`src/rtl/nes_ctrl_pkg.sv`:
```
// rtl/nes_ctrl_pkg.sv - shared constants and HID keycode to button decode for the NES controller port
package nes_ctrl_pkg;

   localparam int NUM_BTN   = 8;
   localparam int BTN_A     = 0;
   localparam int BTN_B     = 1;
   localparam int BTN_SEL   = 2;
   localparam int BTN_START = 3;
   localparam int BTN_UP    = 4;
   localparam int BTN_DOWN  = 5;
   localparam int BTN_LEFT  = 6;
   localparam int BTN_RIGHT = 7;

   localparam logic [7:0] KEY_K     = 8'h0E;
   localparam logic [7:0] KEY_J     = 8'h0D;
   localparam logic [7:0] KEY_SPACE = 8'h2C;
   localparam logic [7:0] KEY_ENTER = 8'h28;
   localparam logic [7:0] KEY_W     = 8'h1A;
   localparam logic [7:0] KEY_S     = 8'h16;
   localparam logic [7:0] KEY_A     = 8'h04;
   localparam logic [7:0] KEY_D     = 8'h07;

   localparam logic [15:0] JOY1_ADDR    = 16'h4016;
   localparam logic [15:0] JOY2_ADDR    = 16'h4017;
   localparam logic [7:0]  JOY_OPEN_BUS = 8'h40;

   // One-hot button mask for a keycode; unmapped codes give zero.
   function automatic logic [NUM_BTN-1:0] key_to_mask(input logic [7:0] key);
      logic [NUM_BTN-1:0] m;
      m = '0;
      case (key)
         KEY_K:     m[BTN_A]     = 1'b1;
         KEY_J:     m[BTN_B]     = 1'b1;
         KEY_SPACE: m[BTN_SEL]   = 1'b1;
         KEY_ENTER: m[BTN_START] = 1'b1;
         KEY_W:     m[BTN_UP]    = 1'b1;
         KEY_S:     m[BTN_DOWN]  = 1'b1;
         KEY_A:     m[BTN_LEFT]  = 1'b1;
         KEY_D:     m[BTN_RIGHT] = 1'b1;
         default:   m = '0;
      endcase
      return m;
   endfunction

endpackage

```
`src/rtl/nes_button_hold.sv`:
```
// rtl/nes_button_hold.sv - per-button hold counter that keeps a key pressed across keycode gaps
module nes_button_hold #(
   parameter int HOLD_CYCLES = 30000,
   parameter int HOLD_W      = 16
) (
   input  logic i_clk,
   input  logic i_rst,
   input  logic i_en,
   input  logic i_match,
   output logic o_pressed
);

   logic [HOLD_W-1:0] r_cnt;

   always_ff @(posedge i_clk) begin
      if (i_rst) begin
         r_cnt <= '0;
      end else if (i_en) begin
         if (i_match)
            r_cnt <= HOLD_W'(HOLD_CYCLES);
         else if (r_cnt != '0)
            r_cnt <= r_cnt - HOLD_W'(1);
      end
   end

   assign o_pressed = (r_cnt != '0);

endmodule

```
`src/rtl/nes_controller_port.sv`:
```
// rtl/nes_controller_port.sv - $4016/$4017 controller responder: held buttons, strobe and serial shift
module nes_controller_port
   import nes_ctrl_pkg::*;
#(
   parameter int HOLD_CYCLES = 30000,
   parameter int HOLD_W      = 16
) (
   input  logic        CPU_CLK,
   input  logic        RESET,
   input  logic        ENABLE,
   input  logic [7:0]  controller_keycode,
   input  logic [15:0] cpu_addr,
   input  logic [7:0]  cpu_data_in,
   input  logic        cpu_rw_n,
   input  logic        cpu_access,
   output logic [7:0]  data_out,
   output logic        data_out_en,
   output logic [7:0]  buttons_debug
);

   logic [NUM_BTN-1:0] w_key_mask;
   logic [NUM_BTN-1:0] w_buttons;
   logic               w_sel1;
   logic               w_sel2;
   logic               w_wr_joy1;
   logic               w_rd_joy1;
   logic               w_bit0;
   logic               w_unused_data;
   logic               r_strobe;
   logic [7:0]         r_shift;

   assign w_key_mask    = key_to_mask(controller_keycode);
   assign w_sel1        = (cpu_addr == JOY1_ADDR);
   assign w_sel2        = (cpu_addr == JOY2_ADDR);
   assign w_wr_joy1     = ENABLE & cpu_access & ~cpu_rw_n & w_sel1;
   assign w_rd_joy1     = ENABLE & cpu_access &  cpu_rw_n & w_sel1;
   assign w_unused_data = &{1'b0, cpu_data_in[7:1]};

   genvar g;
   generate
      for (g = 0; g < NUM_BTN; g++) begin : g_btn
         nes_button_hold #(
            .HOLD_CYCLES (HOLD_CYCLES),
            .HOLD_W      (HOLD_W)
         ) u_hold (
            .i_clk     (CPU_CLK),
            .i_rst     (RESET),
            .i_en      (ENABLE),
            .i_match   (w_key_mask[g]),
            .o_pressed (w_buttons[g])
         );
      end
   endgenerate

   always_ff @(posedge CPU_CLK) begin
      if (RESET)
         r_strobe <= 1'b0;
      else if (w_wr_joy1)
         r_strobe <= cpu_data_in[0];
   end

   // Reads refill from the top with 1s, so a drained register answers 1 forever.
   always_ff @(posedge CPU_CLK) begin
      if (RESET)
         r_shift <= 8'h00;
      else if (ENABLE) begin
         if (r_strobe)
            r_shift <= w_buttons;
         else if (w_rd_joy1)
            r_shift <= {1'b1, r_shift[7:1]};
      end
   end

   assign w_bit0 = r_strobe ? w_buttons[BTN_A] : r_shift[0];

   always_comb begin
      data_out = 8'h00;
      if (cpu_rw_n && w_sel1)
         data_out = JOY_OPEN_BUS | {7'b0, w_bit0};
      else if (cpu_rw_n && w_sel2)
         data_out = JOY_OPEN_BUS;
   end

   assign data_out_en   = cpu_rw_n & (w_sel1 | w_sel2);
   assign buttons_debug = w_buttons;

endmodule

```
`config.mk`:
```
export PLATFORM = sky130hd
export DESIGN_NAME = nes_controller_port
export DESIGN_NICKNAME = d
export VERILOG_FILES = /design/src/rtl/nes_ctrl_pkg.sv /design/src/rtl/nes_button_hold.sv /design/src/rtl/nes_controller_port.sv
export SDC_FILE = /design/constraint.sdc
export NUM_CORES = 1
export LEC_CHECK = 0
export BUFFER_PORTS_ARGS = -buffer_cell sky130_fd_sc_hd__clkbuf_2
export CAP_MARGIN = 20
export CORE_MARGIN = 1.5
export CORE_UTILIZATION = 30
export CTS_CLUSTER_DIAMETER = 200
export DETAILED_ROUTE_END_ITERATION = 12
export GPL_ROUTABILITY_DRIVEN = 0
export PLACE_DENSITY = 0.57
export SLEW_MARGIN = 20
export SYNTH_ARGS = -nofsm -noshare
export SYNTH_HDL_FRONTEND = slang
export SYNTH_SLANG_ARGS = --single-unit
```
`constraint.sdc`:
```
create_clock -name CPU_CLK -period 3.8 [get_ports CPU_CLK]
set_input_delay 0.57 -clock CPU_CLK [delete_from_list [all_inputs] [get_ports CPU_CLK]]
set_output_delay 0.57 -clock CPU_CLK [all_outputs]
set_load 0.01 [all_outputs]
```
==> results of run 1 <==
[worst register-to-register path: stages (launching register included)]
cell and delay, ns:
dfxtp_1 0.35, inv_1 0.07, ha_1 0.15, nor3b_1 0.46, nand3b_1 0.49, o311ai_0 0.78
o21ai_0 0.21, a21oi_1 0.14
[cell usage after synthesis, types with 3 or more instances]
library cell and instances:
dfxtp_1 137, nor2_1 89, a21oi_1 76, xor2_1 52, nand2_1 49, nor4_1 33
xnor2_1 33, clkbuf_1 30, nor3_1 27, inv_1 26, or4_1 25, nand3_1 19
nand4_1 19, or3_1 18, o21ai_0 16, o31ai_1 15, buf_4 14, o211ai_1 12
nand4b_1 10, nor4b_1 10, o2111ai_1 10, a31oi_1 9, and3_1 9, a211oi_1 8
and2_1 8, ha_1 8, nor3b_1 8, nor2b_1 7, o41ai_1 7, a311oi_1 6
o311ai_0 6, or2_2 6, mux2_2 5, nand3b_1 4, a2111oi_0 3, mux2i_1 3
nor4bb_1 3
[where the power goes]
group | switching [W] | total [W] | internal (W) | leakage, nW
Combinational | 0.00229 | 0.00397 | 0.00168 | 1.61
Sequential | 0.000534 | 0.00250 | 0.00197 | 1.12
Clock | 0.000631 | 0.00174 | 0.00111 | 0.300
[routing by layer]
metal / global-route usage (%) / share of wire (%)
met1: 19.0 / 51
met2: 22.4 / 45
met3: 3.42 / 3.1
met4: 4.45 / 1.1
met5: 0 / 0
[kinds of logic (layout without fill, tap and decap cells)]
group	count (synthesis)	in the layout
xor+xnor	85	85
compound gates	178	178
mux	8	8
simple gates	360	360
buf+inv	73	106
flops	137	137
other cells	1	6
fa+ha+maj	8	8
[area by class of cell]
| cell class | count | area [um^2] | area share, % |
|---|---|---|---|
| Multi-Input combinational cell | 645 | 4140 | 50.0 |
| Sequential cell | 137 | 2740 | 33.2 |
| Clock buffer | 20 | 447 | 5.40 |
| Tap cell | 319 | 399 | 4.83 |
| Timing Repair Buffer | 48 | 273 | 3.30 |
| Clock inverter | 12 | 173 | 2.09 |
| Inverter | 26 | 97.6 | 1.18 |
[worst paths after layout]
| path | from | to | slack [ns] | depth (start not counted) |
|---|---|---|---|---|
| worst max register to register | g_btn[3].u_hold.r_cnt[0] | g_btn[3].u_hold.r_cnt[15] | 1.07 | 7 |
| worst min register to register | r_shift[2] | r_shift[2] | 0.45 | 2 |
| worst min-delay path | cpu_data_in[0] | r_strobe | 0.38 | 3 |
| worst max-delay path | g_btn[6].u_hold.r_cnt[0] | buttons_debug[6] | 0.63 | 6 |
[per-stage QoR]
stage,cells,total power [W]
after floorplan,855,0.00576
after global placement,1175,0.00643
after detailed placement,1175,0.00647
after CTS,1207,0.00828
after global routing,1207,0.00896
final,1207,0.00822
[state kept, by name (all words and copies together), names as in the netlist]
signal	count
g_btn.u_hold.r_cnt	128
r_shift	8
r_strobe	1
==> reports/results.txt, run 1 <==
Outcome = completed
Slew Viols, Final = 0
CTS H-tree depth = 4
CP Cell Sequence = inv_1 > ha_1 > or4b_2 > nor4_4 > inv_1 > clkbuf_2
Slew HR = 30.1%
Core footprint = 23500 um^2
Max IR drop VDD = 0.000440 V
N_diodes = 0
Cts repair resizes = 0
Post-route ant nets = 0
Library cells used by synthesis = 61
Pwr dens = 994 nW/um^2
Nets = 920
Most frequent cells in the layout = dfxtp_1, nor2_1, a21oi_1
Avg WL per Cell = 14.1 um
MaxCap Viol Count = 0
Setup crit end kind = primary output
Placed cell area = 7650 um^2
Post-layout instance area = 8270 um^2
Clk slew on worst S/H paths = 0.06 ns
CP Launch Type = flop
CP peak stage delay = 0.66 ns
Mapped Area = 7200 um^2
WP data required = 3.23 ns
Asr flop ratio synth = 0%
Global-route wire length before repair = 28.4 mm
Mux share of post-synthesis cell area = 1.20%
Largest family of logic cells by synthesized area = simple AND/OR/NAND/NOR gates
Clock latency at the later pin of the worst-skew pair = 0.42 ns
Final min period = 3.17 ns
Peak Freq = 0.316 GHz
WHS = 0.381 ns
Most common cell after layout, fill and taps aside = dfxtp_1
Initial drt markers = 341
Predominant post-synthesis flop cell = dfxtp_1
Largest cells by area after synthesis = dfxtp_1, xor2_1, a21oi_1, nor2_1, xnor2_1
Hold Buf Count CTS = 0
DRT Wirelength = 17.0 mm
I/O Pins = 54
Cell taking the most area after synthesis = dfxtp_1
Clock root buffer = clkbuf_16
Slowest CP cell = or4b_2
Arrival @ worst endpoint = 2.60 ns
Critical path class = flop to primary output
Most used cell, CP = inv_1
CTS tree = yes
Finish-stage setup viols = 0
Starting Density = 30.6%
Sequential area share after synthesis = 38.1%
Post-Place Worst Slack = 0.852 ns
Vias = 6286
Final worst slack = 0.631 ns
Clk_skew = 0.00849 ns
RSZ-0062 raised after global routing = no
P&R area growth vs syn = 14.9%
Num Clock Sinks = 137
Top cell type's share of synthesized area = 38.1%
Post-Synth Adder-Cell Area = 1.39%
Post-CTS Setup Inserts = 0
Worst Hold Class = input pin to flop
P_leak = 3.03 nW
Final core occ = 35.1%
Pre-antenna DRT Iters = 4
Inserted Clock Buffers = 17
CP delay by family, top = simple AND/OR/NAND/NOR gates
Die area = 24900 um^2
Post-DP HPWL = 11.4 mm
Die Span Y = 158 um
Final Hold Vio Count = 0
Total track usage = 14.2%
Largest net degree at the start of global routing = 67
Die width = 158 um
Compound-cell area share of the yosys netlist = 16.1%
CP bufs+invs = 3
Layout cell share with drive strength beyond 1 = 11.0%
Synth Area in Simple Gates = 28.2%
Synth Area per Inst = 8.47 um^2
Row count = 56
Worst-Margin Slew = 1.03 ns
Setup_tns = 0 ns
Final worst-path cycle share = 83.4%
Initial antenna violation count = 0
CP max FO = 10
Post-Syn Instances = 850
Vias in the first global route = 5830
GRT Residual Overflow = 0
Number of remaining DRC errors = 0
Number of synthesized register bits = 137
CTS max path bufs = 2
Yosys warnings = 0
Post-synthesis xor/xnor area fraction = 10.3%
Post-synth EDFFs = 0
Port Buffers = 40
Avg Vias per Cell = 5.21
Fill count = 2480
Note: power is estimated with default switching activity, not from simulation.
==> run 2, diff against run 1 <==
==> constraint.sdc (replaced) <==
create_clock -name CPU_CLK -period 2.96 [get_ports CPU_CLK]
set_input_delay 0.444 -clock CPU_CLK [delete_from_list [all_inputs] [get_ports CPU_CLK]]
set_output_delay 0.444 -clock CPU_CLK [all_outputs]
set_load 0.01 [all_outputs]
==> reports/results.txt, run 2 (same netlist as run 1, synthesis figures left out) <==
Setup_tns = 0 ns
GRT Residual Overflow = 0
Core footprint = 23500 um^2
Biggest regs = g_btn.u_hold.r_cnt: 128 flops, r_shift: 8 flops, r_strobe: 1 flops
Cts repair resizes = 0
CTS H-tree depth = 4
Num Clock Sinks = 137
CTS max path bufs = 2
Worst-Margin Slew = 0.771 ns
Total track usage = 14.4%
RR Startpoint = g_btn[6].u_hold.r_cnt[0]
Port Buffers = 40
Clk slew on worst S/H paths = 0.06 ns
Pwr Total = 0.0107 W
RSZ-0062 raised after global routing = no
Post-CTS Setup Inserts = 0
N_diodes = 0
Largest net degree at the start of global routing = 67
Final Hold Vio Count = 0
I/O Pins = 54
Nets = 934
Avg Vias per Cell = 5.21
Setup slack, reg-to-reg = 0.54 ns
Clk_skew = 0.0117 ns
Outcome = completed
Hold Buf Count CTS = 0
Critical R2R Capture = g_btn[6].u_hold.r_cnt[13]
Most frequent cells in the layout = dfxtp_1, nor2_1, a21oi_1
HP Start = cpu_data_in[0]
Post-route ant nets = 0
Slew HR = 48.6%
CP Launch Type = flop
Hold Path End = r_strobe
Final worst-path cycle share = 94.8%
Most common cell after layout, fill and taps aside = dfxtp_1
Max reg flops = 128
Peak Freq = 0.356 GHz
Reg2Reg Depth = 7
Arrival @ worst endpoint = 2.36 ns
Layout cell share with drive strength beyond 1 = 12.5%
Global-route wire length before repair = 28.8 mm
Die width = 158 um
Vias = 6355
Clock latency at the later pin of the worst-skew pair = 0.42 ns
Initial drt markers = 371
Clock root buffer = clkbuf_16
Starting Density = 30.6%
P&R area growth vs syn = 16.2%
Avg WL per Cell = 14.1 um
Setup crit end kind = primary output
Critical path class = flop to primary output
Slew Viols, Final = 0
Pre-antenna DRT Iters = 4
Max IR drop VDD = 0.000809 V
Post-DP HPWL = 11.6 mm
Die area = 24900 um^2
Final min period = 2.81 ns
Pwr dens = 1280 nW/um^2
Die Span Y = 158 um
MaxCap Viol Count = 0
Hold Crit Depth = 3
CTS tree = yes
Inserted Clock Buffers = 17
P_leak = 3.09 nW
Initial antenna violation count = 0
Worst Hold Class = input pin to flop
Row count = 56
Top reg by flops = g_btn.u_hold.r_cnt
Vias in the first global route = 5868
DRT Wirelength = 17.2 mm
WHS = 0.275 ns
WP data required = 2.52 ns
Number of remaining DRC errors = 0
Finish-stage setup viols = 0
CP max FO = 7
==> run 2: per-layer routing <==
metal | GRT usage (%) | part of all wire (%) | vias up | wire length (um)
li1 | - | - | 3215 | -
met1 | 19.7 | 50 | 3016 | 8610
met2 | 22.5 | 45 | 113 | 7750
met3 | 3.59 | 3.8 | 11 | 645
met4 | 4.00 | 1.0 | 0 | 179
met5 | 0 | 0 | - | 0
==> run 2: worst max-delay path by stage <==
| stage | cells after the start | end | start | slack [ns] |
|---|---|---|---|---|
| global placement | 6 | g_btn[2].u_hold.r_cnt[13] | controller_keycode[1] | 0.33 |
| CTS | 4 | buttons_debug[4] | g_btn[4].u_hold.r_cnt[6] | 0.03 |
| global route | 5 | buttons_debug[7] | g_btn[7].u_hold.r_cnt[7] | 0.05 |
| finish | 5 | buttons_debug[7] | g_btn[7].u_hold.r_cnt[7] | 0.15 |
| floorplan | 6 | buttons_debug[4] | g_btn[4].u_hold.r_cnt[6] | 0.62 |
| detailed placement | 6 | g_btn[2].u_hold.r_cnt[13] | controller_keycode[1] | 0.29 |
==> run 2: final cells by class <==
class / instances / area (um^2)
clock inverter: 7 / 115
sequential: 137 / 2740
multi-input combinational: 645 / 4150
tap: 319 / 399
fill: 2464 / 15200
clock buffer: 24 / 492
inverter: 26 / 97.6
timing repair buffer: 62 / 365
==> run 2: report_power, final <==
| group | switching [W] | total, W | internal, W |
|---|---|---|---|
| Combinational | 0.00298 | 0.00528 | 0.00230 |
| Clock | 0.000798 | 0.00221 | 0.00141 |
| Sequential | 0.000687 | 0.00322 | 0.00253 |
==> run 2: critical path: stages (launching register included) <==
cell and delay, ns:
dfxtp_1 0.35, or4_1 0.58, or3_1 0.38, nor3_2 0.18, nand3_1 0.25, clkbuf_2 0.21
==> run 2: metrics by stage <==
stage	instance area (um^2)	util [%]	worst slack, ns	instances
floorplan	7220	-	0.624	855
global placement	7740	32.9	0.328	1189
detailed placement	7740	32.9	0.293	1189
CTS	8350	35.5	0.0306	1220
global route	8360	35.5	0.0450	1220
finish	8360	35.5	0.153	1220
